<file path="src/rtl/alarm_controller.sv">
// Alarm set-up and firing sequencer for the clock/alarm display path.
// Owns the alarm hour/minute registers, the mode FSM, the blink phase and the ring timer.
module alarm_controller #(
    parameter int unsigned ALARM_H_INIT = 7,
    parameter int unsigned ALARM_M_INIT = 0,
    parameter int unsigned BLINK_TICKS  = 1,
    parameter int unsigned RING_SECS    = 60
) (
    input  logic       clk,
    input  logic       rst_n,
    input  logic       tick_1hz_i,
    input  logic [6:0] cur_h_i,
    input  logic [6:0] cur_m_i,
    input  logic       mode_btn_i,
    input  logic       inc_btn_i,
    input  logic       en_btn_i,
    input  logic       stop_btn_i,
    output logic [6:0] ih_o,
    output logic [6:0] im_o,
    output logic       isset_o,
    output logic       clockon_o,
    output logic       ahset_o,
    output logic       amset_o,
    output logic       pulse_o,
    output logic       ring_o
);

    localparam int unsigned BlinkW = (BLINK_TICKS > 1) ? $clog2(BLINK_TICKS) : 1;
    localparam int unsigned RingW  = $clog2(RING_SECS + 1);

    typedef enum logic [1:0] {StShow, StSetH, StSetM, StRing} state_e;

    state_e            state_q, state_d;
    logic [6:0]        ih_q, ih_d;
    logic [6:0]        im_q, im_d;
    logic              isset_q, isset_d;
    logic              pulse_q, pulse_d;
    logic [BlinkW-1:0] blink_cnt_q, blink_cnt_d;
    logic [RingW-1:0]  ring_cnt_q, ring_cnt_d;
    logic              match_q, match;
    logic              fire;

    // match_q follows match in every state, so fire is a rising edge of the match window.
    assign match = isset_q && (cur_h_i == ih_q) && (cur_m_i == im_q);
    assign fire  = (state_q == StShow) && match && !match_q;

    always_comb begin
        state_d     = state_q;
        ih_d        = ih_q;
        im_d        = im_q;
        isset_d     = isset_q;
        pulse_d     = pulse_q;
        blink_cnt_d = blink_cnt_q;
        ring_cnt_d  = ring_cnt_q;

        unique case (state_q)
            StShow: begin
                pulse_d = 1'b0;
                if (fire) begin
                    state_d    = StRing;
                    ring_cnt_d = '0;
                end else begin
                    if (mode_btn_i) begin
                        state_d     = StSetH;
                        blink_cnt_d = '0;
                    end
                    if (en_btn_i) begin
                        isset_d = ~isset_q;
                    end
                end
            end
            StSetH, StSetM: begin
                if (mode_btn_i) begin
                    state_d     = (state_q == StSetH) ? StSetM : StShow;
                    pulse_d     = 1'b0;
                    blink_cnt_d = '0;
                end else if (inc_btn_i) begin
                    if (state_q == StSetH) begin
                        ih_d = (ih_q == 7'd23) ? 7'd0 : ih_q + 7'd1;
                    end else begin
                        im_d = (im_q == 7'd59) ? 7'd0 : im_q + 7'd1;
                    end
                    pulse_d     = 1'b0;
                    blink_cnt_d = '0;
                end else if (tick_1hz_i) begin
                    if (blink_cnt_q == BlinkW'(BLINK_TICKS - 1)) begin
                        blink_cnt_d = '0;
                        pulse_d     = ~pulse_q;
                    end else begin
                        blink_cnt_d = blink_cnt_q + 1'b1;
                    end
                end
            end
            StRing: begin
                pulse_d = 1'b0;
                if (en_btn_i) begin
                    state_d = StShow;
                    isset_d = 1'b0;
                end else if (stop_btn_i) begin
                    state_d = StShow;
                end else if (tick_1hz_i) begin
                    ring_cnt_d = ring_cnt_q + 1'b1;
                    if (ring_cnt_q == RingW'(RING_SECS - 1)) begin
                        state_d = StShow;
                    end
                end
            end
            default: state_d = StShow;
        endcase
    end

    always_ff @(posedge clk or negedge rst_n) begin
        if (!rst_n) begin
            state_q     <= StShow;
            ih_q        <= 7'(ALARM_H_INIT);
            im_q        <= 7'(ALARM_M_INIT);
            isset_q     <= 1'b0;
            pulse_q     <= 1'b0;
            blink_cnt_q <= '0;
            ring_cnt_q  <= '0;
            match_q     <= 1'b0;
        end else begin
            state_q     <= state_d;
            ih_q        <= ih_d;
            im_q        <= im_d;
            isset_q     <= isset_d;
            pulse_q     <= pulse_d;
            blink_cnt_q <= blink_cnt_d;
            ring_cnt_q  <= ring_cnt_d;
            match_q     <= match;
        end
    end

    assign ih_o      = ih_q;
    assign im_o      = im_q;
    assign isset_o   = isset_q;
    assign clockon_o = (state_q == StShow) || (state_q == StRing);
    assign ahset_o   = (state_q == StSetH);
    assign amset_o   = (state_q == StSetM);
    assign pulse_o   = pulse_q;
    assign ring_o    = (state_q == StRing);

endmodule

</file>
<file path="config.mk">
export PLATFORM = sky130hd
export DESIGN_NAME = alarm_controller
export DESIGN_NICKNAME = d
export VERILOG_FILES = /design/src/rtl/alarm_controller.sv
export SDC_FILE = /design/constraint.sdc
export NUM_CORES = 1
export LEC_CHECK = 0
export ABC_AREA = 1
export BUFFER_PORTS_ARGS = -buffer_cell sky130_fd_sc_hd__buf_2
export CORE_UTILIZATION = 54
export DETAILED_ROUTE_END_ITERATION = 8
export PLACE_DENSITY_LB_ADDON = 0.3
export SYNTH_ARGS = -nofsm -noshare
export SYNTH_HDL_FRONTEND = slang
export SYNTH_SLANG_ARGS = --single-unit
</file>
<file path="constraint.sdc">
create_clock -name clk -period 2.32 [get_ports clk]
set_clock_uncertainty 0.1 [all_clocks]
set_input_delay 0.232 -clock clk [delete_from_list [all_inputs] [get_ports clk]]
set_output_delay 0.232 -clock clk [all_outputs]
set_load 0.01 [all_outputs]
</file>
==> summary.md <==
| Metric | Value |
|---|---|
| Port Buf Inserts | `40` |
| CTS tree | `yes` |
| Seq/Total Area, Yosys | `34.81%` |
| Layout cell share with drive strength beyond 1 | `28.01%` |
| Final #Nets | `337` |
| # IOs | `41` |
| Buffers from clock root to sink, at most | `2` |
| Max Cap Viol | `0` |
| Critical Path RT | `2.47 ns` |
| Period minus WS final | `1.960 ns` |
| Part of the cycle the worst path needs | `84.48%` |
| DP Cell Count | `344` |
| Starting Density | `58.27%` |
| Status | `finished clean` |
| Setup Fix Bufs, Post-CTS | `0` |
| Fmax | `510.2 MHz` |
| Vias | `1,782` |
| Post-synth top area cell | `dfrtp_1` |
| Critical path startpoint category | `register` |
| Initial antenna violation count | `0` |
| Synth top area cells | `dfrtp_1 (30%), nand2_1 (17%), inv_1 (6.0%)` |
| Combinational Power Share | `53.9%` |
| GPL Wtd Cong | `1.003` |
| Synthesis Warnings | `0` |
| Yosys top cell area share | `30.45%` |
| Final hold violations | `0` |
| Worst vdd ir | `0.0005133 V` |
| Leak | `1.150 nW` |
| Die W | `59.86 microns` |
| Syn_nets | `291` |
| Layout Cells excl Fill | `351` |
| Setup crit end kind | `register` |
| First-pass GRT wire length | `6492 microns` |
| Wire length per cell | `11.07 microns` |
| Clock power share | `9.3%` |
| Largest net degree at the start of global routing | `26` |
| Drt drc | `0` |
| Most frequent cells in the layout | `nand2_1 (80), buf_2 (40), inv_1 (29)` |
| DRT antenna net count | `0` |
| Kind of critical path | `reg2reg` |
| Total GRT Usage | `23.79%` |
| Clk_lat worst skew | `0.32 ns` |
| Vias in the first global route | `1,540` |
| Fin. max-slew vios | `0` |
| CTS Buf Count | `3` |
| Router iterations before antenna repair | `4` |
| Fin Setup TNS | `0 ns` |
| Max FO, Critical Path | `6` |
| Cell Area, Placed | `2048 sq um` |
| Net Switching | `1.030 mW` |
| WL final | `3884 microns` |
| Post-Syn Area | `1808 sq um` |
| Leading cell type in the layout, fill and taps excluded | `nand2_1` |
| RSZ-0062 raised after global routing | `no` |
| Antenna Cells | `0` |
| Netlist cell types | `29` |
| Core Rows | `20` |
| Register clock-pin slew on the reported worst setup and hold paths | `0.14 ns` |
| Die area | `3583 sq um` |
| CTS H-tree depth | `1` |
| Final instance area | `2106 sq um` |
| Cells after Synth | `262` |
| Power per standard cell area | `1002 nW/um^2` |
| Die Span Y | `59.86 microns` |
| Seq pwr share | `36.7%` |
| Fin util | `67.86%` |
| Final Hold Slack | `0.1519 ns` |
| Clock sink count | `25` |
| Min-delay worst type | `in2reg` |
| Headroom to the max-slew limit | `61.17%` |
| Internal cell power | `1.079 mW` |
| Grt total ovfl | `0` |
| Root Driver | `clkbuf_4` |
| Core area | `3103 sq um` |
| Layout Area Growth over Synthesis | `16.47%` |
| Setup Viol. Count Final | `0` |
| Post-DP HPWL | `3077 microns` |
| Sw frac | `48.83%` |
| FF+latch count, synth | `25` |
| Worst-margin pin slew | `0.5825 ns` |
| Avg Inst Size Synth | `6.901 sq um` |
| Drt via density | `5.077` |
| 1st-iter DRT viols | `102` |
| Critical Path AT | `2.11 ns` |
## synthesized netlist by cell type
master and number:
nand2_1 80, inv_1 29, nor2_1 25, dfrtp_1 22, nand3_1 14, inv_2 12, o21ai_0 11, nand2_2 9
ha_1 8, nor3_1 7, o21ai_2 6, xor2_1 5, a21oi_1 4, nor2_2 4, or2_2 4, dfstp_2 3
nand4_1 3, nand3_2 2, nor3b_1 2, nor4_1 2, xnor2_1 2, a21boi_1 1, a21oi_2 1, buf_6 1
clkbuf_1 1, nand3b_1 1, nor3_2 1, o22ai_1 1, or3b_1 1
## path summary, 6_finish.rpt
kind                                        endpoint                 startpoint  cells after the start  slack [ns]
setup reg to reg                 im_o[6]$_DFFE_PN0P_     state_q[0]$_DFFE_PN0P_                      9        0.36
min in group asynchronous        ih_o[4]$_DFFE_PN0P_                      rst_n                      2        0.32
hold / removal                   isset_o$_DFFE_PN0P_                   en_btn_i                      3        0.15
hold reg to reg            ring_cnt_q[3]$_DFFE_PN0P_  ring_cnt_q[3]$_DFFE_PN0P_                      2        0.42
max in group asynchronous     state_q[0]$_DFFE_PN0P_                      rst_n                      2        1.41
setup / recovery                 im_o[6]$_DFFE_PN0P_     state_q[0]$_DFFE_PN0P_                      9        0.36
## power groups by stage
stage	Combinational [mW]	Sequential, mW	Clock, mW
finish	1.14	0.774	0.197
global route	1.29	0.800	0.221
CTS	1.14	0.773	0.201
detailed placement	1.13	0.782	0
global placement	1.11	0.778	0
floorplan	0.780	0.807	0
## final cells by class
type,count,area [sq um]
clock inverters,1,5.005
repair buffers,43,230.2
inverters,41,153.9
flip-flops and latches,25,629.4
well taps,44,55.05
multi-input cells,194,1010
fillers,310,997.2
clock buffers,3,22.52
## logic make-up (layout without fill, tap and decap cells)
logic type	Yosys count	after routing	synth area share [%]
buffers and inverters	43	88	9.342
AOI/OAI and AO/OA	24	24	8.305
and+or+nand+nor	155	155	38.62
DFF	25	25	34.81
adders and majority gates	8	8	5.537
xor gates and xnor gates	7	7	3.391
## metrics by stage
stage	worst slack (ns)	total power, mW
after detailed placement	0.4006	1.908
after global routing	0.1647	2.309
after floorplan	0.5709	1.587
after global placement	0.4791	1.888
after CTS	0.3705	2.113
final	0.3600	2.109
## layer usage
metal  track usage, %  share of wire [%]  routed length (microns)
met5                0                  0                        0
met4            7.641               0.88                       34
met3            2.165                3.6                      140
met2            39.37                 46                     1781
met1            32.74                 50                     1927
## worst max-delay path: stages (launching register included)
cell	delay (ns)
dfrtp_1	0.42
inv_1	0.10
ha_1	0.33
inv_2	0.05
nor2_1	0.15
nand3_2	0.16
nor3_2	0.17
nand2_1	0.12
nor2_1	0.12
xor2_1	0.16
## state kept, by name, indices dropped and copies added, names as in the netlist
register / count
ring_cnt_q: 6
isset_o: 1
pulse_o: 1
ih_o: 7
match_q: 1
state_q: 2
im_o: 7
## repair_timing
item	CTS	global route
hold buffers	3	0
endpoints found under the hold margin	23	0
resized for setup	0	0
endpoints found under the setup margin	0	0
Note: power is estimated with default switching activity, not from simulation.
